==> src/rtl/tpm_spi_pkg.sv <==
// rtl/tpm_spi_pkg.sv - shared state encoding and header field positions for the TPM SPI frame sequencer
package tpm_spi_pkg;

  typedef enum logic [2:0] {
    HDR   = 3'd0,
    WAIT  = 3'd1,
    DATA  = 3'd2,
    DONE  = 3'd3,
    ABORT = 3'd4
  } frame_state_e;

  localparam int READ_BIT = 31;
  localparam int SIZE_MSB = 29;
  localparam int SIZE_LSB = 24;
  localparam logic [7:0] TPM_ADDR_PREFIX = 8'hD4;
  localparam int HDR_BYTES = 4;

endpackage

==> src/rtl/sync2_ff.sv <==
// rtl/sync2_ff.sv - two-flop synchronizer into the SPI clock domain with asynchronous clear
module sync2_ff (
  input  logic SPI_clock_i,
  input  logic reset_n_i,
  input  logic d,
  output logic q
);

  logic meta;

  always_ff @(posedge SPI_clock_i or negedge reset_n_i) begin
    if (!reset_n_i) begin
      meta <= 1'b0;
      q    <= 1'b0;
    end else begin
      meta <= d;
      q    <= meta;
    end
  end

endmodule

==> src/rtl/tpm_spi_frame_ctrl.sv <==
// rtl/tpm_spi_frame_ctrl.sv - TPM SPI header decode, flow-control wait states and data byte counting
// Optional address prefix filter: define TPM_SPI_ADDR_FILTER_EN.
module tpm_spi_frame_ctrl
  import tpm_spi_pkg::*;
#(
  parameter int MAX_WAIT = 255,
  parameter int WAIT_W   = 8
) (
  input  logic        SPI_clock_i,
  input  logic        reset_n_i,
  input  logic        SPI_cs_n_i,
  input  logic        SPI_mosi_i,
  input  logic        ready_i,
  output logic        flow_drive_o,
  output logic        flow_miso_o,
  output logic        hdr_valid_o,
  output logic        read_o,
  output logic [5:0]  size_o,
  output logic [23:0] addr_o,
  output logic        data_phase_o,
  output logic [5:0]  byte_idx_o,
  output logic        xfer_done_o,
  output logic        overrun_o,
  output logic        timeout_o
);

  logic              clr_n;
  frame_state_e      state_q, state_d;
  logic [2:0]        bit_cnt_q;
  logic [1:0]        hdr_byte_q;
  logic [30:0]       hdr_sr_q;
  logic [WAIT_W-1:0] wait_cnt_q;
  logic [WAIT_W-1:0] wait_cnt_inc;
  logic [5:0]        byte_cnt_q;
  logic              wait_bit_q;
  logic              ready_sync;
  logic [31:0]       hdr_full;
  logic              byte_end;
  logic              last_hdr_byte;
  logic              addr_ok;

  // Chip select high clears the whole frame exactly like reset.
  assign clr_n = reset_n_i & ~SPI_cs_n_i;

  sync2_ff u_ready_sync (
    .SPI_clock_i (SPI_clock_i),
    .reset_n_i   (clr_n),
    .d           (ready_i),
    .q           (ready_sync)
  );

  assign byte_end      = (bit_cnt_q == 3'd7);
  assign last_hdr_byte = (hdr_byte_q == 2'(HDR_BYTES - 1));
  assign hdr_full      = {hdr_sr_q, SPI_mosi_i};
  assign wait_cnt_inc  = wait_cnt_q + WAIT_W'(1);
  assign byte_idx_o    = byte_cnt_q;

`ifdef TPM_SPI_ADDR_FILTER_EN
  // While header byte 3 is shifting in, address byte 1 sits at [22:15].
  assign addr_ok = (hdr_sr_q[22:15] == TPM_ADDR_PREFIX);
`else
  assign addr_ok = 1'b1;
`endif

  assign flow_miso_o = wait_bit_q && byte_end &&
                       (((state_q == HDR) && last_hdr_byte && addr_ok) || (state_q == WAIT));

  always_comb begin
    state_d = state_q;
    unique case (state_q)
      HDR: begin
        if (byte_end && last_hdr_byte) begin
          if (!addr_ok)        state_d = ABORT;
          else if (wait_bit_q) state_d = DATA;
          else                 state_d = WAIT;
        end
      end
      WAIT: begin
        if (byte_end) begin
          if (wait_bit_q)                            state_d = DATA;
          else if (wait_cnt_inc == WAIT_W'(MAX_WAIT)) state_d = ABORT;
        end
      end
      DATA: begin
        if (byte_end && (byte_cnt_q == size_o)) state_d = DONE;
      end
      DONE:    state_d = DONE;
      ABORT:   state_d = ABORT;
      default: state_d = HDR;
    endcase
  end

  always_ff @(posedge SPI_clock_i or negedge clr_n) begin
    if (!clr_n) begin
      state_q      <= HDR;
      bit_cnt_q    <= 3'd0;
      hdr_byte_q   <= 2'd0;
      hdr_sr_q     <= '0;
      wait_cnt_q   <= '0;
      byte_cnt_q   <= 6'd0;
      wait_bit_q   <= 1'b0;
      hdr_valid_o  <= 1'b0;
      read_o       <= 1'b0;
      size_o       <= 6'd0;
      addr_o       <= 24'd0;
      data_phase_o <= 1'b0;
      xfer_done_o  <= 1'b0;
      overrun_o    <= 1'b0;
      timeout_o    <= 1'b0;
      flow_drive_o <= 1'b1;
    end else begin
      state_q   <= state_d;
      bit_cnt_q <= bit_cnt_q + 3'd1;

      if (state_q == HDR) begin
        hdr_sr_q <= hdr_full[30:0];
        if (byte_end) hdr_byte_q <= hdr_byte_q + 2'd1;
        if (byte_end && last_hdr_byte && addr_ok) begin
          hdr_valid_o <= 1'b1;
          read_o      <= hdr_full[READ_BIT];
          size_o      <= hdr_full[SIZE_MSB:SIZE_LSB];
          addr_o      <= hdr_full[23:0];
        end
      end

      // The flow bit for a byte is decided one bit early so it is stable for the serializer.
      if ((bit_cnt_q == 3'd6) && (((state_q == HDR) && last_hdr_byte) || (state_q == WAIT)))
        wait_bit_q <= ready_sync;

      if ((state_q == WAIT) && byte_end) wait_cnt_q <= wait_cnt_inc;
      if ((state_q == DATA) && byte_end && (byte_cnt_q != size_o))
        byte_cnt_q <= byte_cnt_q + 6'd1;
      if (state_q == DONE) overrun_o <= 1'b1;
      if ((state_q == WAIT) && (state_d == ABORT)) timeout_o <= 1'b1;

      data_phase_o <= (state_d == DATA);
      xfer_done_o  <= (state_d == DONE);
      flow_drive_o <= !((state_d == DATA) || (state_d == DONE));
    end
  end

endmodule

==> config.mk <==
export PLATFORM = sky130hd
export DESIGN_NAME = tpm_spi_frame_ctrl
export DESIGN_NICKNAME = d
export VERILOG_FILES = /design/src/rtl/tpm_spi_pkg.sv /design/src/rtl/sync2_ff.sv /design/src/rtl/tpm_spi_frame_ctrl.sv
export SDC_FILE = /design/constraint.sdc
export NUM_CORES = 1
export LEC_CHECK = 0
export CORE_UTILIZATION = 30
export DETAILED_ROUTE_END_ITERATION = 7
export PLACE_DENSITY_LB_ADDON = 0.08
export SLEW_MARGIN = 30
export SYNTH_ARGS = -nofsm -noshare
export SYNTH_HDL_FRONTEND = slang
export SYNTH_SLANG_ARGS = --single-unit
==> constraint.sdc <==
create_clock -name SPI_clock_i -period 21.7 [get_ports SPI_clock_i]
set_clock_uncertainty 0.1 [all_clocks]
set_input_delay 4.34 -clock SPI_clock_i [delete_from_list [all_inputs] [get_ports SPI_clock_i]]
set_output_delay 4.34 -clock SPI_clock_i [all_outputs]
set_load 0.02 [all_outputs]
# Yosys cells after proc, flatten, opt, wreduce, memory -nomap -nowiden

Cells that the tools add are included.

Register bits: 93
Input bits: 5
Output and inout bits: 44
Logic and storage cells: 60

Add/subtract/negate cells: 4
Equal/unequal tests: 13
Muxes and demuxes: 7
Bitwise operators: 2
Reductions and logical operators: 16

Operators with widths:

| kind                                                | count |
|---|---|
| 2-to-1 mux 3 bit                                    | 5 |
| one-hot mux 3 bit (5 select lines)                  | 1 |
| equality test 3 x 2 -> 1 bit, second input constant | 4 |
| equality test 3 bit, second input constant          | 4 |
| logical AND 1 bit                                   | 10 |
| adder 8 x 1 -> 8 bit, second input constant         | 1 |
| equality test 8 bit, second input constant          | 1 |
| adder 6 x 1 -> 6 bit, second input constant         | 1 |
| equality test 6 bit                                 | 1 |
| inequality test 6 bit                               | 1 |
| AND reduction 2 bit                                 | 2 |
| adder 3 x 1 -> 3 bit, second input constant         | 1 |
| equality test 3 x 1 -> 1 bit, second input constant | 1 |
| zero test 3 bit                                     | 1 |
| adder 2 x 1 -> 2 bit, second input constant         | 1 |
| equality test 2 bit, second input constant          | 1 |
| logical OR 1 bit                                    | 2 |
| 2-to-1 mux 2 bit                                    | 1 |
| AND 1 bit                                           | 1 |
| zero test 1 bit                                     | 1 |
| NOT 1 bit                                           | 1 |

# Depth between registers and ports, before layout

Gate-level depths: netlist (run 1).

Word-level depth: 9
Depth in mapped cells: 7

# Modules after synthesis

A second synthesis (run 1) with hierarchy kept.

Cell total of the unflattened synthesis: 258
Area total of the unflattened synthesis: 3769.9 um2

Modules (own cells, without submodules):

| module             | instances | cells an instance | area an instance (um2) |
|---|---|---|---|
| tpm_spi_frame_ctrl | 1         | 256               | 3719.8 |
| sync2_ff           | 1         | 2                 | 50.0 |

# Least setup slack after synthesis (run 1)

OpenSTA, ideal clock, no wires.

Kind: reg-to-output
Start point: register bit_cnt_q[0]
End point: output flow_miso_o
Arrival time: 1.544 ns
Required time: 17.260 ns
Setup slack: 15.716 ns
Stages on the path, launching flop included: 5
Cells stage by stage: dfrtp_1 -> ha_1 -> ha_1 -> nand2_1 -> nor4_1

Longest elaborated chain between the ends: 3

Ends and longest elaborated chain:

| item                            | RTL line                  | text |
|---|---|---|
| start, declared                 | tpm_spi_frame_ctrl.sv:29  | `logic [2:0] bit_cnt_q;` |
| start signal, assigned          | tpm_spi_frame_ctrl.sv:113 | `bit_cnt_q <= bit_cnt_q + 3'd1;` |
| equality test 3 bit             | tpm_spi_frame_ctrl.sv:52  | `assign byte_end = (bit_cnt_q == 3'd7);` |
| logical AND 1 bit (2 in series) | tpm_spi_frame_ctrl.sv:65  | `assign flow_miso_o = wait_bit_q && byte_end &&` |
| end, declared                   | tpm_spi_frame_ctrl.sv:15  | `output logic flow_miso_o,` |

Every way passes these cells.

# Final worst setup path (run 1)

Same ends and word-level chain as after synthesis.

==> results of run 1 <==
metrics by stage:
stage,cell area (um2),hold slack (ns),power [mW],setup slack (ns),cells
2_1_floorplan,3770,0.231,0.296,11.45,257
3_3_place_gp,4440,0.236,0.324,15.08,466
3_5_place_dp,4470,0.249,0.326,15.28,467
4_1_cts,4790,0.268,0.500,14.88,483
5_1_grt,4800,0.277,0.519,14.81,483
6_report,4800,0.263,0.491,14.90,483
final timing paths:
path | depth (start not counted) | start | slack, ns | end
max in group asynchronous | 4 | reset_n_i | 15.82 | state_q[1]$_DFF_PN0_
min | 0 | u_ready_sync.meta$_DFF_PN0_ | 0.26 | u_ready_sync.q$_DFF_PN0_
min in group asynchronous | 2 | SPI_cs_n_i | 4.36 | hdr_byte_q[0]$_DFFE_PN0P_
min reg2reg | 0 | u_ready_sync.meta$_DFF_PN0_ | 0.26 | u_ready_sync.q$_DFF_PN0_
max reg2reg | 6 | bit_cnt_q[0]$_DFF_PN0_ | 19.56 | wait_cnt_q[5]$_DFFE_PN0P_
max | 5 | bit_cnt_q[0]$_DFF_PN0_ | 14.90 | flow_miso_o
layout make-up:
| class | instances | area, um2 | area share [%] |
|---|---|---|---|
| flip-flops and latches | 93 | 2330 | 48.5 |
| clock buffers | 10 | 239 | 4.98 |
| inverters | 8 | 30.0 | 0.626 |
| multi-input cells | 147 | 1380 | 28.8 |
| well taps | 168 | 210 | 4.38 |
| repair buffers | 51 | 523 | 10.9 |
| clock inverters | 6 | 86.3 | 1.80 |
registers in the layout, summed over array words and instances, names as in the netlist, 2 cells and up:
signal and count:
wait_cnt_q 8, bit_cnt_q 3, hdr_byte_q 2, addr_o 24, byte_idx_o 6, state_q 3, hdr_sr_q 31, size_o 6
layer usage:
layer  share of wire, %  global-route usage [%]
met1                 50                    15.3
met5                  0                       0
met2                 44                    17.1
met3                3.9                    3.23
met4                2.4                    6.75
synthesized netlist by cell type, drive strengths merged:
| cell | instances | share of area (%) |
|---|---|---|
| or2 | 1 | 0.17 |
| or3 | 1 | 0.17 |
| nand2b | 2 | 0.33 |
| nand3 | 8 | 1.2 |
| and3b | 1 | 0.23 |
| nor2b | 2 | 0.33 |
| mux2 | 65 | 19 |
| and4bb | 1 | 0.33 |
| nand4 | 2 | 0.33 |
| o21ai | 1 | 0.13 |
| a41oi | 1 | 0.23 |
| dfstp | 1 | 0.70 |
| o21bai | 2 | 0.40 |
| clkbuf | 1 | 0.10 |
| nor2 | 8 | 0.80 |
| xnor2 | 7 | 1.6 |
| nand3b | 1 | 0.30 |
| buf | 8 | 1.1 |
| nor3 | 2 | 0.56 |
| a211oi | 2 | 0.40 |
| ha | 7 | 2.3 |
| a21oi | 2 | 0.27 |
| a31oi | 1 | 0.17 |
| inv | 8 | 0.80 |
| and2 | 1 | 0.17 |
| nand2 | 7 | 0.70 |
| nand4b | 2 | 0.46 |
| a31o | 1 | 0.23 |
| a2111oi | 2 | 0.80 |
| and2b | 1 | 0.20 |
| xor2 | 13 | 3.0 |
| o22a | 1 | 0.23 |
| dfrtp | 92 | 61 |
| nor4 | 2 | 0.73 |
critical path: stages, from the launching register on:
cell and delay (ns):
dfrtp_1 0.35, ha_1 0.15, ha_1 0.36, nand2_1 0.17, nor4_1 0.30, clkdlybuf4s50_1 0.67
power groups by stage:
stage / Sequential, mW / Combinational [mW] / Clock (mW)
2_1_floorplan: 0.240 / 0.0560 / 0
3_3_place_gp: 0.246 / 0.0781 / 0
3_5_place_dp: 0.245 / 0.0803 / 0
4_1_cts: 0.242 / 0.0807 / 0.177
5_1_grt: 0.248 / 0.0864 / 0.184
6_report: 0.241 / 0.0790 / 0.170
cells in the final DEF, fill, tap and decap left out, types with 2 or more instances in the layout:
cell,instances
dfrtp_1,92
a211oi_1,2
nand4b_1,2
nor2_1,8
a21oi_1,2
clkinv_2,2
bufinv_16,2
nand3_1,7
nand4_1,2
buf_4,2
ha_1,7
clkbuf_16,9
mux2_2,61
inv_1,8
mux2_1,4
nand2b_1,2
xor2_1,13
xnor2_1,7
o21bai_1,2
nand2_1,7
a2111oi_2,2
clkdlybuf4s50_1,48
kinds of logic after synthesis:
logic type / after synthesis / share of synthesized area (%)
AO/OA/AOI/OAI: 13 / 2.86
XOR/XNOR: 20 / 4.65
adder cells (fa/ha/maj): 7 / 2.32
buffers and inverters: 17 / 1.96
flip-flops: 93 / 61.8
multiplexers: 65 / 19.4
AND/OR/NAND/NOR: 42 / 7.01
==> flow_metrics.tcl, run 1 <==
set metrics [dict create \
    outcome "finished, final reports clean" \
    max_freq_mhz 147 \
    switching_share_pct 25.9 \
    syn_nets 269 \
    cp_max_fo 7 \
    period_needed_ns 6.80 \
    drt.antenna.violating_nets 0 \
    layout_worst_path_cycle_share_pct 31.3 \
    drc 0 \
    cts_root_buf "clkbuf_16" \
    cts_buffers 9 \
    critPathArrivalTime_ns 2.36 \
    cts_tree "yes" \
    avgSynthCellArea_um2 14.7 \
    crit_required_ns 17.26 \
    cts_sinks 93 \
    overflow 0 \
    hold_viol 0 \
    post-dp-hpwl_um 4340 \
    ys_warn_count 0 \
    ctsHoldBuffers 0 \
    ys_types 38 \
    slew_viol_final 0 \
    drt_iter0_markers 28 \
    hp-class "register to register" \
    setup_tns_ns 0 \
    std_cell_rows 40 \
    synth_seq_cells 93 \
    relSlewSlack_pct 51.5 \
    grt_max_degree 57 \
    drt-total-wl_um 6740 \
    p_int_mw 0.363 \
    cts_resized 0 \
    layout.nets 322 \
    fin_util_pct 39.6 \
    pwr-share-seq_pct 49.2 \
    synth.yosys.seq_area_share_pct 61.8 \
    syn_area_um2 3770 \
    grt_usage_pct 11.6 \
    die_x_um 114 \
    irDropWorstVdd_mv 0.0314 \
    grt_pass1_vias 2254 \
    setup_viol 0 \
    clockBufferDepth 2 \
    switchingPower_mw 0.127 \
    port_buffers 48 \
    num_vias 2158 \
    dieHeight_um 114 \
    pwr-share-comb_pct 16.1 \
    cp-end-kind "primary output" \
    cap_violations 0 \
    ios 49 \
    syn_to_final_growth_pct 27.3 \
    routedWlPerCell_um 13.9 \
    worst_pin_slew_ns 0.728 \
    dieArea_um2 13000 \
    gp_congestion 0.756 \
    drive_gt1_share_pct 28.6 \
    clkPwrFrac_pct 34.7 \
    cp-start-kind "register" \
    drt_first_pass_iters 4 \
    syn_inst 257 \
    post_cts_buffers 0 \
    core-area_um2 12100 \
    path_class "register to primary output" \
    nFillCells 1209 \
    rsz0062_at_grt "no" \
    initial_core_util_pct 31.1 \
    cts.clk_slew.worst_paths_ns 0.06 \
    grt_pass1_wl_um 11500 \
    leakage_nw 2.07 \
    antenna_found_initial 0 \
    htreeDepth 3 \
    n_antenna_cell 0 \
    clk_latency_ns 0.34 \
    powerDensity_nw_per_um2 102 \
    viasPerCell 4.47 \
]
Note: power is estimated with default switching activity, not from simulation.
==> run 2, diff against run 1 <==
==> constraint.sdc (replaced) <==
create_clock -name SPI_clock_i -period 5.9 [get_ports SPI_clock_i]
set_clock_uncertainty 0.1 [all_clocks]
set_input_delay 1.18 -clock SPI_clock_i [delete_from_list [all_inputs] [get_ports SPI_clock_i]]
set_output_delay 1.18 -clock SPI_clock_i [all_outputs]
set_load 0.02 [all_outputs]
==> run 2 against run 1 <==
Non-clock buffer count shrank 1. Highest routed layer unchanged. Largest power group unchanged. Critical path depth stayed put. Clock-buffer cell count grew 2.
==> flow_metrics.tcl, run 2 (synthesized netlist as in run 1, its figures left out) <==
set metrics [dict create \
    layout.nets 321 \
    cts.clk_slew.worst_paths_ns 0.06 \
    r2r-start "bit_cnt_q[0]$_DFF_PN0_" \
    relSlewSlack_pct 64.6 \
    std_cell_rows 40 \
    rrSetupSlack_ns 3.82 \
    powerDensity_nw_per_um2 373 \
    port_buffers 48 \
    crit_path_max_incr_delay_ns 0.67 \
    dieArea_um2 13000 \
    path_class "register to primary output" \
    max_freq_mhz 276 \
    overflow 0 \
    leakage_nw 2.06 \
    post-dp-hpwl_um 4100 \
    die_x_um 114 \
    cpMaxStageDelayCell "clkdlybuf4s50_1" \
    fin_util_pct 39.4 \
    cp-start-kind "register" \
    setup_tns_ns 0 \
    syn_to_final_growth_pct 26.5 \
    slew_viol_final 0 \
    hold_viol 0 \
    htreeDepth 3 \
    routedWlPerCell_um 14.0 \
    drc 0 \
    p_total_mw 1.78 \
    num_vias 2150 \
    hp-class "register to register" \
    rsz0062_at_grt "no" \
    core-area_um2 12100 \
    crit_required_ns 4.62 \
    final_cell_mix "dfrtp_1 (92), mux2_2 (61), clkdlybuf4s50_1 (48), xor2_1 (13), clkbuf_16 (9)" \
    cts_buffers 9 \
    drt_first_pass_iters 4 \
    dieHeight_um 114 \
    setup_viol 0 \
    viasPerCell 4.47 \
    layout_worst_path_cycle_share_pct 61.5 \
    mostFrequentLayoutCell "dfrtp_1" \
    top_register "hdr_sr_q" \
    cp_max_fo 7 \
    clockBufferDepth 2 \
    ios 49 \
    cap_violations 0 \
    cts_tree "yes" \
    ctsHoldBuffers 0 \
    top_regs "hdr_sr_q (31), addr_o (24), wait_cnt_q (8)" \
    grt_usage_pct 12.1 \
    drt-total-wl_um 6710 \
    largest_register_ffs 31 \
    r2r-end "wait_cnt_q[5]$_DFFE_PN0P_" \
    cts_resized 0 \
    whs_path_depth 0 \
    period_needed_ns 3.63 \
    critPathArrivalTime_ns 2.35 \
    grt_pass1_vias 2292 \
    initial_core_util_pct 31.1 \
    worst_pin_slew_ns 0.530 \
    irDropWorstVdd_mv 0.143 \
    grt_max_degree 94 \
    antenna_found_initial 0 \
    min_to "u_ready_sync.q$_DFF_PN0_" \
    drt.antenna.violating_nets 0 \
    cp_common_cell "ha_1" \
    outcome "finished, final reports clean" \
    worst-r2r-cell-count 6 \
    grt_pass1_wl_um 11800 \
    nFillCells 1200 \
    cp-end-kind "primary output" \
    hold-worst-slack_ns 0.261 \
    cts_sinks 93 \
    clk_latency_ns 0.34 \
    drive_gt1_share_pct 28.1 \
    path_cells "ha_1 > ha_1 > nand2_1 > nor4_1 > clkdlybuf4s50_1" \
    cts_root_buf "clkbuf_16" \
    n_antenna_cell 0 \
    gp_congestion 0.690 \
    min_from "u_ready_sync.meta$_DFF_PN0_" \
    post_cts_buffers 0 \
    drt_iter0_markers 50 \
]
## run 2: cell count changes in the layout (fill, tap and decap cells not counted)
cell        delta
clkinv_2       -1
clkinvlp_4     -1
clkbuf_8       +2
buf_12         +1
buf_16         -1
bufinv_16      -1
buf_4          -1
## run 2: how the worst max path moves through the flow
stage | end | from | slack, ns | depth (start not counted)
after floorplan | addr_o[0]$_DFFE_PN0P_ | reset_n_i | 1.38 | 1
after global placement | flow_miso_o | bit_cnt_q[0]$_DFF_PN0_ | 2.69 | 5
after detailed placement | flow_miso_o | bit_cnt_q[0]$_DFF_PN0_ | 2.66 | 5
after CTS | flow_miso_o | bit_cnt_q[0]$_DFF_PN0_ | 2.26 | 5
after global routing | flow_miso_o | bit_cnt_q[0]$_DFF_PN0_ | 2.12 | 5
final | flow_miso_o | bit_cnt_q[0]$_DFF_PN0_ | 2.27 | 5
## run 2: worst max-delay path, delay by kind of cell (launching register included)
kind / cells / cell delay [ns]
buffers and inverters: 1 / 0.67
adders and majority gates: 2 / 0.50
and+or+nand+nor: 2 / 0.48
DFF: 1 / 0.35
## run 2: stage by stage
step / std cells / instance area, um2 / setup slack, ns
finish: 481 / 4770 / 2.27
global route: 481 / 4770 / 2.12
CTS: 481 / 4760 / 2.26
detailed placement: 466 / 4450 / 2.66
global placement: 466 / 4450 / 2.69
floorplan: 257 / 3770 / 1.38
## run 2: report_power, final
| group | leakage (nW) | internal (mW) | total [mW] | switching, mW |
|---|---|---|---|---|
| Combinational | 0.748 | 0.174 | 0.292 | 0.118 |
| Sequential | 1.16 | 0.780 | 0.886 | 0.106 |
| Clock | 0.155 | 0.361 | 0.603 | 0.242 |
| Total | 2.06 | 1.31 | 1.78 | 0.466 |
## run 2: routing by layer
layer  part of all wire [%]  track usage (%)  vias up
met3                    4.2             3.71       11
met1                     51             16.9     1088
met5                      0                0        -
li1                       -                -     1002
met2                     43             16.7       49
met4                    2.6             6.49        0
## run 2: area by class of cell
class                      count  area, um2  share of cell area [%]
clock buffer                  12        267                    5.59
sequential                    93       2330                    48.8
tap                          168        210                    4.41
multi-input combinational    147       1380                    29.0
inverter                       8       30.0                   0.630
clock inverter                 3       43.8                   0.918
timing repair buffer          50        508                    10.7
==> run 3, diff against run 2 <==
==> constraint.sdc (replaced) <==
create_clock -name SPI_clock_i -period 3.75 [get_ports SPI_clock_i]
set_clock_uncertainty 0.1 [all_clocks]
set_input_delay 0.75 -clock SPI_clock_i [delete_from_list [all_inputs] [get_ports SPI_clock_i]]
set_output_delay 0.75 -clock SPI_clock_i [all_outputs]
set_load 0.02 [all_outputs]
==> run 3 against run 2 <==
Global-route usage fell by 0.50 points. Combinational power is 57% higher. Wire length down 0.77%. Clock power grew 52%. Cell count is 0.21% higher. Highest routed layer unchanged.
==> flow_metrics.tcl, run 3 (synthesized netlist as in run 1, its figures left out) <==
set metrics [dict create \
    cp-start-kind "register" \
    grt_pass1_wl_um 11400 \
    cpMaxStageDelayCell "clkdlybuf4s50_1" \
    worst-r2r-cell-count 6 \
    period_needed_ns 3.13 \
    path_buf_inv 1 \
    cts_tree "yes" \
    std_cell_rows 40 \
    powerDensity_nw_per_um2 581 \
    cts_buffers 9 \
    initial_core_util_pct 31.1 \
    outcome "finished, final reports clean" \
    cts.clk_slew.worst_paths_ns 0.06 \
    drt-total-wl_um 6660 \
    dpl.cell_count 467 \
    dieArea_um2 13000 \
    clk_latency_ns 0.34 \
    grt_max_degree 72 \
    switching_share_pct 25.8 \
    hp-class "register to register" \
    port_buffers 48 \
    post-dp-hpwl_um 4150 \
    gp_congestion 0.760 \
    regArea_um2 2330 \
    routedWlPerCell_um 13.8 \
    cp_common_cell "ha_1" \
    cts_sinks 93 \
    cp.depth 5 \
    drt.antenna.violating_nets 0 \
    path_class "register to primary output" \
    whs_path_depth 0 \
    drc 0 \
    clkPwrFrac_pct 33.0 \
    die_x_um 114 \
    switchingPower_mw 0.715 \
    critPathArrivalTime_ns 2.28 \
    layout_worst_path_cycle_share_pct 83.4 \
    rrSetupSlack_ns 1.69 \
    multiInputGateArea_um2 1380 \
    mostFrequentLayoutCell "dfrtp_1" \
    cap_violations 0 \
    cts_root_buf "clkbuf_16" \
    ctsHoldBuffers 0 \
    grt_pass1_vias 2265 \
    final_cell_mix "dfrtp_1 (92), mux2_2 (61), clkdlybuf4s50_1 (48), xor2_1 (13), clkbuf_16 (9)" \
    syn_to_final_growth_pct 26.3 \
    num_vias 2163 \
    relSlewSlack_pct 63.8 \
    crit_path_max_incr_delay_ns 0.66 \
    top_register "hdr_sr_q" \
    max_freq_mhz 320 \
    grt_usage_pct 11.6 \
    cp_max_fo 7 \
    overflow 0 \
    slew_viol_final 0 \
    largest_register_ffs 31 \
    cts_resized 0 \
    antenna_found_initial 0 \
    setup_ws_ns 0.623 \
    top_regs "hdr_sr_q (31), addr_o (24), wait_cnt_q (8)" \
    pre_cts_ws_ns 1.00 \
    layout.cells.non_filler 482 \
    drt_first_pass_iters 4 \
    nFillCells 1190 \
    dieHeight_um 114 \
    cp-end-kind "primary output" \
    hold_viol 0 \
    post_cts_buffers 0 \
    irDropWorstVdd_mv 0.184 \
    layout.nets 322 \
    viasPerCell 4.49 \
    p_int_mw 2.05 \
    clockBufferDepth 2 \
    pwr-share-comb_pct 16.6 \
    worst_pin_slew_ns 0.543 \
    setup_viol 0 \
    rsz0062_at_grt "no" \
    crit_family "buffers and inverters" \
    leakage_nw 2.06 \
    core-area_um2 12100 \
    crit_required_ns 2.90 \
    ios 49 \
    htreeDepth 3 \
    drt_iter0_markers 45 \
    path_cells "ha_1 > ha_1 > nand2_1 > nor4_1 > clkdlybuf4s50_1" \
    drive_gt1_share_pct 27.4 \
    n_antenna_cell 0 \
    fin_util_pct 39.3 \
    pwr-share-seq_pct 50.4 \
    setup_tns_ns 0 \
]
==> run 3: cell count changes in the layout (fill, tap and decap cells not counted), sizes merged <==
cell	delta
clkbuf	+2
clkinv	-2
buf	+1
==> run 3: final timing paths <==
check / from / endpoint
worst max register to register: bit_cnt_q[1]$_DFF_PN0_ / wait_cnt_q[5]$_DFFE_PN0P_
worst min register to register: u_ready_sync.meta$_DFF_PN0_ / u_ready_sync.q$_DFF_PN0_
min in group asynchronous: SPI_cs_n_i / byte_idx_o[5]$_DFFE_PN0P_
max in group asynchronous: reset_n_i / flow_drive_o$_DFF_PN1_
worst min-delay path: u_ready_sync.meta$_DFF_PN0_ / u_ready_sync.q$_DFF_PN0_
worst max-delay path: bit_cnt_q[1]$_DFF_PN0_ / flow_miso_o
==> run 3: per-stage QoR <==
step / cell area (um2) / hold slack (ns) / power, mW
6_report: 4760 / 0.251 / 2.77
5_1_grt: 4760 / 0.277 / 2.93
4_1_cts: 4750 / 0.259 / 2.82
3_5_place_dp: 4460 / 0.239 / 1.88
3_3_place_gp: 4460 / 0.233 / 1.87
2_1_floorplan: 3780 / 0.231 / 1.71
==> run 3: routing by layer <==
layer	vias to the layer above	track usage, %	part of all wire [%]
li1	1009	-	-
met1	1084	14.9	48
met2	53	16.8	43
met3	17	3.71	5.7
met4	0	7.45	3.0
met5	-	0	0
==> run 3: layout make-up <==
type	instances	area share [%]
clock buffer	14	5.55
clock inverter	1	0.631
inverter	8	0.631
multi-input combinational	147	29.0
sequential	93	48.9
tap	168	4.42
timing repair buffer	51	10.8
==> run 3: worst reg2reg max path: stages, from the launching register on <==
cell and delay (ns):
dfrtp_1 0.36, ha_1 0.15, ha_1 0.34, and4bb_1 0.41
nand3_1 0.13, or3_1 0.34, xnor2_1 0.13
==> run 3: power groups by stage <==
stage	Combinational [mW]	Clock [mW]	Sequential, mW
2_1_floorplan	0.325	0	1.39
3_3_place_gp	0.455	0	1.42
3_5_place_dp	0.465	0	1.42
4_1_cts	0.468	0.949	1.40
5_1_grt	0.505	0.988	1.44
6_report	0.459	0.914	1.39
